<file path="config.mk">
export PLATFORM = sky130hd
export DESIGN_NAME = fnv_hasher_flat
export DESIGN_NICKNAME = d
export VERILOG_FILES = /design/src/rtl/fnv_pkg.sv /design/src/rtl/fnv_hasher_if.sv /design/src/rtl/fnv_prime_mul.sv /design/src/rtl/fnv_hasher.sv /design/src/flat_wrapper.sv
export SDC_FILE = /design/constraint.sdc
export NUM_CORES = 1
export LEC_CHECK = 0
export ABC_AREA = 1
export CAP_MARGIN = 0
export CORE_MARGIN = 2
export CORE_UTILIZATION = 50
export DETAILED_ROUTE_END_ITERATION = 8
export GPL_TIMING_DRIVEN = 0
export PLACE_DENSITY = 0.8
export SLEW_MARGIN = 25
export SYNTH_ARGS = -nofsm -noshare
export SYNTH_HDL_FRONTEND = slang
export SYNTH_SLANG_ARGS = --single-unit
export TNS_END_PERCENT = 30
</file>
<file path="constraint.sdc">
create_clock -name clk -period 8.8 [get_ports clk]
set_clock_uncertainty 0.15 [all_clocks]
set_input_delay 1.32 -clock clk [delete_from_list [all_inputs] [get_ports clk]]
set_output_delay 1.32 -clock clk [all_outputs]
set_load 0.005 [all_outputs]
</file>
<file path="src/rtl/fnv_pkg.sv">
// Shared constants, types and helpers for the FNV hash engine.
package fnv_pkg;

  localparam logic [31:0] FNV32_OFFSET = 32'h811C_9DC5;
  localparam logic [31:0] FNV32_PRIME  = 32'h0100_0193;
  localparam logic [63:0] FNV64_OFFSET = 64'hCBF2_9CE4_8422_2325;
  localparam logic [63:0] FNV64_PRIME  = 64'h0000_0100_0000_01B3;

  typedef enum logic {FNV1, FNV1A} fnv_variant_e;

  typedef enum logic [1:0] {IDLE, MUL, DONE} fnv_state_e;

  // Constants come back zero-extended to 64 bits; callers slice to their width.
  function automatic logic [63:0] fnv_offset(input int w);
    return (w == 64) ? FNV64_OFFSET : {32'h0, FNV32_OFFSET};
  endfunction

  function automatic logic [63:0] fnv_prime(input int w);
    return (w == 64) ? FNV64_PRIME : {32'h0, FNV32_PRIME};
  endfunction

endpackage

</file>
<file path="src/rtl/fnv_hasher_if.sv">
// Byte-stream input and digest output handshake of the FNV engine.
// Carries out_fold only when FNV_XOR_FOLD_EN is defined.
interface fnv_hasher_if #(
  parameter int HASH_W = 32,
  parameter int CNT_W  = 16
);
  logic              in_valid;
  logic              in_ready;
  logic [7:0]        in_data;
  logic              in_last;
  logic              out_valid;
  logic              out_ready;
  logic [HASH_W-1:0] out_hash;
  logic [CNT_W-1:0]  out_count;
  logic              busy;
`ifdef FNV_XOR_FOLD_EN
  logic [HASH_W/2-1:0] out_fold;

  modport master (
    output in_valid, in_data, in_last, out_ready,
    input  in_ready, out_valid, out_hash, out_count, busy, out_fold
  );
  modport slave (
    input  in_valid, in_data, in_last, out_ready,
    output in_ready, out_valid, out_hash, out_count, busy, out_fold
  );
`else
  modport master (
    output in_valid, in_data, in_last, out_ready,
    input  in_ready, out_valid, out_hash, out_count, busy
  );
  modport slave (
    input  in_valid, in_data, in_last, out_ready,
    output in_ready, out_valid, out_hash, out_count, busy
  );
`endif
endinterface

</file>
<file path="src/rtl/fnv_prime_mul.sv">
// Iterative modular multiply by the FNV prime, one prime byte per cycle.
// done is high during the last step; product is the finished value then.
module fnv_prime_mul
  import fnv_pkg::*;
#(
  parameter int HASH_W = 32
) (
  input  logic              clk,
  input  logic              reset,
  input  logic              start,
  input  logic [HASH_W-1:0] x,
  output logic              done,
  output logic [HASH_W-1:0] product
);

  localparam int S   = HASH_W / 8;
  localparam int K_W = $clog2(S);
  localparam logic [63:0]       PRIME64 = fnv_prime(HASH_W);
  localparam logic [HASH_W-1:0] PRIME   = PRIME64[HASH_W-1:0];

  logic              run;
  logic [K_W-1:0]    k;
  logic [HASH_W-1:0] x_r;
  logic [HASH_W-1:0] acc;
  logic [HASH_W-1:0] part;
  logic [HASH_W-1:0] acc_next;
  logic [7:0]        prime_byte;

  // Partial product of x with prime byte k, placed at byte offset k.
  always_comb begin
    prime_byte = PRIME[{k, 3'b000} +: 8];
    part       = (x_r * {{(HASH_W-8){1'b0}}, prime_byte}) << {k, 3'b000};
    acc_next   = acc + part;
  end

  assign done    = run && (k == K_W'(S - 1));
  assign product = acc_next;

  always_ff @(posedge clk) begin
    if (reset) begin
      run <= 1'b0;
      k   <= '0;
      x_r <= '0;
      acc <= '0;
    end else if (start) begin
      run <= 1'b1;
      k   <= '0;
      x_r <= x;
      acc <= '0;
    end else if (run) begin
      acc <= acc_next;
      k   <= k + K_W'(1);
      if (done) run <= 1'b0;
    end
  end

endmodule

</file>
<file path="src/rtl/fnv_hasher.sv">
// Stream-fed FNV-1/FNV-1a engine, 32 or 64 bit, with held digest handshake.
// Optional out_fold XOR-folded digest when FNV_XOR_FOLD_EN is defined.
//
//   state | meaning
//   IDLE  | ready for a byte, hash holds running value
//   MUL   | prime multiply in progress (S cycles), input stalled
//   DONE  | digest held on out_hash/out_count until out_ready
module fnv_hasher
  import fnv_pkg::*;
#(
  parameter int HASH_W  = 32,
  parameter int VARIANT = 1,
  parameter int CNT_W   = 16
) (
  input logic         clk,
  input logic         reset,
  fnv_hasher_if.slave bus
);

  if (!(HASH_W == 32 || HASH_W == 64)) begin : g_bad_width
    $error("fnv_hasher: HASH_W must be 32 or 64");
  end

  localparam logic [63:0]       OFFSET64 = fnv_offset(HASH_W);
  localparam logic [HASH_W-1:0] OFFSET   = OFFSET64[HASH_W-1:0];
  localparam bit                IS_1A    = (VARIANT == int'(FNV1A));

  fnv_state_e        state, state_n;
  logic [HASH_W-1:0] hash;
  logic [CNT_W-1:0]  count;
  logic [7:0]        byte_r;
  logic              last_r;
  logic              in_ready;
  logic              out_valid;
  logic              accept;
  logic              mul_done;
  logic [HASH_W-1:0] mul_x;
  logic [HASH_W-1:0] mul_p;
  logic [HASH_W-1:0] result;

  assign accept = bus.in_valid && in_ready;
  assign mul_x  = IS_1A ? (hash ^ HASH_W'(bus.in_data)) : hash;
  assign result = IS_1A ? mul_p : (mul_p ^ HASH_W'(byte_r));

  fnv_prime_mul #(.HASH_W(HASH_W)) u_mul (
    .clk     (clk),
    .reset   (reset),
    .start   (accept),
    .x       (mul_x),
    .done    (mul_done),
    .product (mul_p)
  );

  always_comb begin
    state_n   = state;
    in_ready  = 1'b0;
    out_valid = 1'b0;
    case (state)
      IDLE: begin
        in_ready = 1'b1;
        if (bus.in_valid) state_n = MUL;
      end
      MUL: begin
        if (mul_done) state_n = last_r ? DONE : IDLE;
      end
      DONE: begin
        out_valid = 1'b1;
        if (bus.out_ready) state_n = IDLE;
      end
      default: state_n = IDLE;
    endcase
  end

  always_ff @(posedge clk) begin
    if (reset) begin
      state  <= IDLE;
      hash   <= OFFSET;
      count  <= '0;
      byte_r <= '0;
      last_r <= 1'b0;
    end else begin
      state <= state_n;
      if (accept) begin
        byte_r <= bus.in_data;
        last_r <= bus.in_last;
        if (!(&count)) count <= count + CNT_W'(1);
      end
      if (state == MUL && mul_done) hash <= result;
      if (state == DONE && bus.out_ready) begin
        hash  <= OFFSET;
        count <= '0;
      end
    end
  end

  assign bus.in_ready  = in_ready;
  assign bus.out_valid = out_valid;
  assign bus.out_hash  = hash;
  assign bus.out_count = count;
  assign bus.busy      = (state != IDLE);
`ifdef FNV_XOR_FOLD_EN
  assign bus.out_fold  = hash[HASH_W-1:HASH_W/2] ^ hash[HASH_W/2-1:0];
`endif

endmodule

</file>
<file path="src/flat_wrapper.sv">
// flat-port wrapper written by rule: the top's interface ports become plain ports
module fnv_hasher_flat import fnv_pkg::*;
#(
  parameter int HASH_W  = 32,
  parameter int VARIANT = 1,
  parameter int CNT_W   = 16
)
  (clk, reset, bus_in_valid, bus_in_data, bus_in_last, bus_out_ready, bus_in_ready, bus_out_valid, bus_out_hash, bus_out_count, bus_busy);
  fnv_hasher_if #(.HASH_W(HASH_W), .CNT_W(CNT_W)) bus_i ();
  input logic clk;
  input logic reset;
  input wire logic [$bits(bus_i.in_valid)-1:0] bus_in_valid;
  input wire logic [$bits(bus_i.in_data)-1:0] bus_in_data;
  input wire logic [$bits(bus_i.in_last)-1:0] bus_in_last;
  input wire logic [$bits(bus_i.out_ready)-1:0] bus_out_ready;
  output wire logic [$bits(bus_i.in_ready)-1:0] bus_in_ready;
  output wire logic [$bits(bus_i.out_valid)-1:0] bus_out_valid;
  output wire logic [$bits(bus_i.out_hash)-1:0] bus_out_hash;
  output wire logic [$bits(bus_i.out_count)-1:0] bus_out_count;
  output wire logic [$bits(bus_i.busy)-1:0] bus_busy;
  assign bus_i.in_valid = bus_in_valid;
  assign bus_i.in_data = bus_in_data;
  assign bus_i.in_last = bus_in_last;
  assign bus_i.out_ready = bus_out_ready;
  assign bus_in_ready = bus_i.in_ready;
  assign bus_out_valid = bus_i.out_valid;
  assign bus_out_hash = bus_i.out_hash;
  assign bus_out_count = bus_i.out_count;
  assign bus_busy = bus_i.busy;
  fnv_hasher #(.HASH_W(HASH_W), .VARIANT(VARIANT), .CNT_W(CNT_W)) u_core (.clk(clk), .reset(reset), .bus(bus_i));
endmodule
</file>
==> metrics.yaml, run 1 <==
power.density_mw_per_mm2: 216.3
grt_max_degree: 17
clk-insertion-delay-late_ns: 0.44
synthFlopType: "dfxtp_1"
post-dp-hpwl_um: 28540
wl_um: 35060
final_cell_mix: "339 x inv_1, 318 x nand2_1, 193 x nor2_1"
worst_pin_slew_ns: 1.089
htreeDepth: 4
cap_violations: 0
path_delay_family: "adder cells"
yosysUniqueCellTypes: 51
drt-pass1-iter-count: 6
cts_buffer_depth: 2
synth_edf_count: 0
crit_end: "u_core.bus.out_hash[31]"
setup_viol: 0
fin_crit_ns: 8.120
cts_tree: "built"
ant_nets: 0
die-area_mm2: 0.02405
slowest_delay_ns: 0.54
route.detailed.drc: 0
cp_slowest_cell: "fa_1"
cts.sinks: 118
vias: 11390
crit_cells: 36
antenna_found_initial: 0
rr_worst_depth: 36
ys_seq_elements: 118
r2r_start: "u_core.u_mul.k[0]"
syn_inst: 1723
worstPathRequired_ns: 9.02
cp_data_arrival_time_ns: 8.34
drv_slew: 0
rsz0062_at_grt: "false"
syn_to_final_growth_pct: 13.92
hp-class: "flip-flop to flip-flop"
crit_top_cell: "nand2_1"
period_share_pct: 92.27
r2r-end: "u_core.bus.out_hash[31]"
grt-ovfl-total: 0
startpoint_type: "flip-flop"
cts_made_buffers: 17
io-pin-count: 64
start_util_pct: 50.71
clock.fmax_ghz: 0.1232
ys_warn_count: 0
synth_area_mm2: 0.01141
ys_seq_area_share_pct: 20.70
wl_per_cell_um: 16.67
drive_above_1_share_pct: 5.006
crit_path_max_fanout: 11
grt_pass1_wl_um: 55500
crit_start: "u_core.u_mul.k[0]"
dp.cells: 2071
fp-row-count: 55
final_hold_viol_count: 0
peakVddDrop_mv: 0.1667
fin_setup_tns_ns: 0
final_common_cell: "inv_1"
async_flop_share_pct: 0
slew_headroom_pct: 26.90
place_congestion: 0.9780
end_kind: "flip-flop"
syn-num-nets: 1895
grt.total_usage_pct: 29.56
core_area_mm2: 0.02250
crit_type: "flip-flop to flip-flop"
port_buffers: 63
num_antenna_cells: 0
first_iter_violations: 851
fin_cells: 2103
cts_root_buffer: "clkbuf_16"
status: "finished, final reports clean"
leakagePower_nw: 6.900
grt_pass1_vias: 10870
path_clk_slew_ns: 0.07
rrSetupSlack_ns: 0.68
synth.avg_cell_area_um2: 6.623
cp_num_buf_inv: 8
cts_hold_buf: 0
layout.nets: 1977
drt-vias-per-instance: 5.416
die_h_um: 155.1
die_w_um: 155.1
-- synth_stat cells, types with 4 or more instances --
cell / count / area, um^2
a21o_1: 8 / 60.06
a21oi_1: 118 / 590.6
nor3_1: 17 / 85.08
fa_1: 51 / 1021
nand4_1: 14 / 87.58
o21ai_0: 89 / 445.4
a31oi_1: 17 / 106.4
o211ai_1: 19 / 142.6
o22ai_1: 7 / 43.79
clkbuf_1: 38 / 142.6
nand2_1: 318 / 1194
ha_1: 108 / 1351
or2_1: 4 / 25.02
nor2_1: 193 / 724.4
xor2_1: 23 / 201.4
nand3_1: 91 / 455.4
inv_1: 339 / 1272
o21bai_1: 10 / 75.07
dfxtp_1: 118 / 2362
a21boi_1: 6 / 45.04
xnor2_1: 23 / 201.4
buf_4: 24 / 180.2
inv_2: 11 / 41.29
o21ai_1: 27 / 135.1
buf_1: 6 / 22.52
-- registers in the layout (all words and copies together), names as in the netlist --
name,cells
u_core.u_mul.k,2
u_core.u_mul.acc,32
u_core.state,2
u_core.bus.out_hash,32
u_core.u_mul.run,1
u_core.u_mul.x_r,32
u_core.last_r,1
u_core.bus.out_count,16
-- per-layer routing --
layer  share of wire [%]  global-route usage [%]  routed length (um)
met1                  43                   37.33               15060
met4                 4.9                   14.20                1714
met3                 6.4                   5.153                2231
met2                  46                   49.04               16060
met5                   0                       0                   0
-- worst min-delay path, cell delays in order, from the launching register on --
cell	delay (ns)
dfxtp_1	0.31
inv_1	0.06
a21oi_1	0.05
-- per-stage QoR --
step	power, mW	util (%)	cell area [um^2]	setup WS [ns]	hold WS, ns
2_1_floorplan	1.653	-	11410	2.487	0.2737
3_3_place_gp	2.048	55.10	12400	0.7319	0.2985
3_5_place_dp	2.067	55.10	12400	0.7043	0.3118
4_1_cts	2.778	57.77	13000	0.6797	0.3234
5_1_grt	3.017	57.78	13000	0.06863	0.3396
6_report	2.812	57.78	13000	0.6804	0.3234
-- worst min path at each step --
| stage | from | depth (start not counted) | endpoint |
|---|---|---|---|
| floorplan | u_core.u_mul.x_r[31] | 2 | u_core.u_mul.x_r[31] |
| global placement | u_core.u_mul.x_r[31] | 2 | u_core.u_mul.x_r[31] |
| detailed placement | u_core.u_mul.x_r[31] | 2 | u_core.u_mul.x_r[31] |
| CTS | u_core.u_mul.x_r[28] | 2 | u_core.u_mul.x_r[28] |
| global route | u_core.u_mul.acc[2] | 2 | u_core.u_mul.acc[2] |
| finish | u_core.u_mul.x_r[28] | 2 | u_core.u_mul.x_r[28] |
-- cell families (layout without fill, tap and decap cells) --
logic type	after synthesis	in the layout	share of synthesized area, %
DFF	118	118	20.70
muxes	2	2	0.1754
AOI/OAI and AO/OA	319	319	15.86
adders and majority gates	159	159	20.79
buffers and inverters	423	518	14.80
and+or+nand+nor	656	656	24.14
xor gates and xnor gates	46	46	3.530
-- final cells by class --
type                    count  area (um^2)
repair buffers             63        630.6
clock buffers              17        425.4
multi-input cells        1182         7361
plain buffers              72        372.9
inverters                 351         1318
fillers                  2138         9502
clock inverters            15        175.2
well taps                 285        356.6
flip-flops and latches    118         2362
-- report_power, final --
group | switching (mW) | internal (mW) | leakage, nW
logic | 1.04 | 0.482 | 5.64
registers | 0.0200 | 0.561 | 0.963
clock network | 0.323 | 0.385 | 0.294
-- timing repair --
| item | CTS | global route |
|---|---|---|
| hold endpoints to repair | 0 | 0 |
| resized for setup | 0 | 2 |
| endpoints found under the setup margin | 0 | 2 |
| buffers inserted | 0 | 0 |
(Power assumes the default switching activity.)
==> run 2, diff against run 1 <==
Settings changed: CORE_UTILIZATION 50 to 35, PLACE_DENSITY 0.8 to 0.62.
==> run 2 against run 1 <==
Setup slack lost 0.11 ns. Clock-buffer cell count rose by 4. Maximum frequency shrank 1.4%. Clock power rose by 0.7%. Utilization fell by 17 points. Power about the same. Design area is 1.5% higher. First-iteration DRC count rose by 3.6%. Critical endpoint is now u_core.u_mul.acc[31]. Highest routed layer unchanged.
==> metrics.yaml, run 2 (same netlist as run 1, synthesis figures left out) <==
io-pin-count: 64
wl_per_cell_um: 16.51
cts_tree: "built"
place_congestion: 1.008
fin_setup_tns_ns: 0
fin_util_pct: 40.86
end_kind: "flip-flop"
antenna_found_initial: 0
cp_data_arrival_time_ns: 8.46
rrSetupSlack_ns: 0.57
p_seq_share_pct: 20.7
crit_cells: 37
crit_top_cell: "nand2_1"
post_cts_buffers: 0
hold_slack_ns: 0.2988
drt-vias-per-instance: 4.960
cp_slowest_cell: "fa_1"
worst_pin_slew_ns: 0.8817
rsz0062_at_grt: "false"
grt_max_degree: 17
status: "finished, final reports clean"
clock_power_share_pct: 25.4
cp_num_buf_inv: 10
start_util_pct: 35.34
grt.total_usage_pct: 22.47
wl_um: 37320
syn_to_final_growth_pct: 15.61
num_antenna_cells: 0
clock.fmax_ghz: 0.1215
combPwrFrac_pct: 53.9
drv_slew: 0
drive_above_1_share_pct: 5.116
final_cell_mix: "339 x inv_1, 318 x nand2_1, 193 x nor2_1"
p_sw_mw: 1.343
cap_violations: 0
cts.sinks: 118
slowest_delay_ns: 0.54
clk-insertion-delay-late_ns: 0.44
switching_share_pct: 47.77
cts_made_buffers: 17
intPower_mw: 1.468
final_common_cell: "inv_1"
fin_crit_ns: 8.231
layout_setup_ws_ns: 0.5685
hp-class: "flip-flop to flip-flop"
path_delay_family: "buffers and inverters"
core_area_mm2: 0.03229
setup_viol: 0
first_iter_violations: 882
power.density_mw_per_mm2: 213.0
preCtsSetupSlack_ns: 0.4909
min-delay-start: "u_core.u_mul.x_r[31]"
r2r_start: "u_core.u_mul.k[0]"
period_share_pct: 93.54
crit_end: "u_core.u_mul.acc[31]"
cts_buffer_depth: 2
die_h_um: 184.6
fill_cells: 3442
crit_type: "flip-flop to flip-flop"
leakagePower_nw: 6.898
htreeDepth: 4
startpoint_type: "flip-flop"
ant_nets: 0
post-dp-hpwl_um: 30550
drt-pass1-iter-count: 6
crit_path_max_fanout: 11
grt_pass1_wl_um: 58070
grt_pass1_vias: 10650
final_hold_viol_count: 0
slew_headroom_pct: 41.22
grt-ovfl-total: 0
die_w_um: 184.6
vias: 11210
path_clk_slew_ns: 0.06
worstPathRequired_ns: 9.03
die-area_mm2: 0.03407
rr_worst_depth: 37
peakVddDrop_mv: 0.1406
port_buffers: 63
layout.nets: 1977
fp-row-count: 66
crit_start: "u_core.u_mul.k[0]"
cts_root_buffer: "clkbuf_16"
r2r-end: "u_core.u_mul.acc[31]"
route.detailed.drc: 0
[run 2: through the flow]
| step | instance area, um^2 | instances | power [mW] |
|---|---|---|---|
| 2_1_floorplan | 11410 | 1723 | 1.653 |
| 3_3_place_gp | 12600 | 2228 | 2.072 |
| 3_5_place_dp | 12600 | 2228 | 2.079 |
| 4_1_cts | 13190 | 2260 | 2.803 |
| 5_1_grt | 13190 | 2260 | 3.030 |
| 6_report | 13190 | 2260 | 2.811 |
[run 2: how the worst min path moves through the flow]
stage | cells past startpoint | endpoint | slack [ns]
6_report | 2 | u_core.u_mul.x_r[31] | 0.30
5_1_grt | 2 | u_core.u_mul.x_r[31] | 0.33
4_1_cts | 2 | u_core.u_mul.x_r[31] | 0.30
3_5_place_dp | 2 | u_core.u_mul.x_r[31] | 0.29
3_3_place_gp | 2 | u_core.u_mul.x_r[31] | 0.28
2_1_floorplan | 2 | u_core.u_mul.x_r[31] | 0.27
[run 2: what timing repair did]
| item | in CTS | in global routing |
|---|---|---|
| gates resized for setup | 0 | 4 |
| setup endpoints to repair | 0 | 2 |
| hold buffers | 0 | 0 |
[run 2: power groups by stage]
stage | Combinational (mW) | Sequential (mW) | Clock (mW)
floorplan | 1.07 | 0.586 | 0
global placement | 1.48 | 0.593 | 0
detailed placement | 1.49 | 0.593 | 0
CTS | 1.50 | 0.582 | 0.726
global route | 1.70 | 0.585 | 0.750
finish | 1.51 | 0.582 | 0.714
[run 2: layer usage]
layer | up-vias | part of all wire (%) | track usage (%)
met4 | 0 | 4.5 | 10.50
met1 | 5229 | 46 | 28.96
li1 | 5617 | - | -
met2 | 279 | 46 | 37.16
met5 | - | 0 | 0
met3 | 85 | 4.1 | 3.063
[run 2: layout make-up]
cell class | instances | area (um^2) | share of cell area [%]
Inverter | 351 | 1318 | 9.986
Multi-Input combinational cell | 1182 | 7365 | 55.82
Clock buffer | 21 | 480.5 | 3.642
Sequential cell | 118 | 2362 | 17.90
Buffer | 72 | 374.1 | 2.835
Clock inverter | 11 | 111.4 | 0.8440
Timing Repair Buffer | 63 | 630.6 | 4.780
Tap cell | 442 | 553.0 | 4.192
[run 2: tightest hold or removal path: stages, from the launching register on]
cell     delay (ns)
dfxtp_1        0.31
inv_1          0.05
a21oi_1        0.05
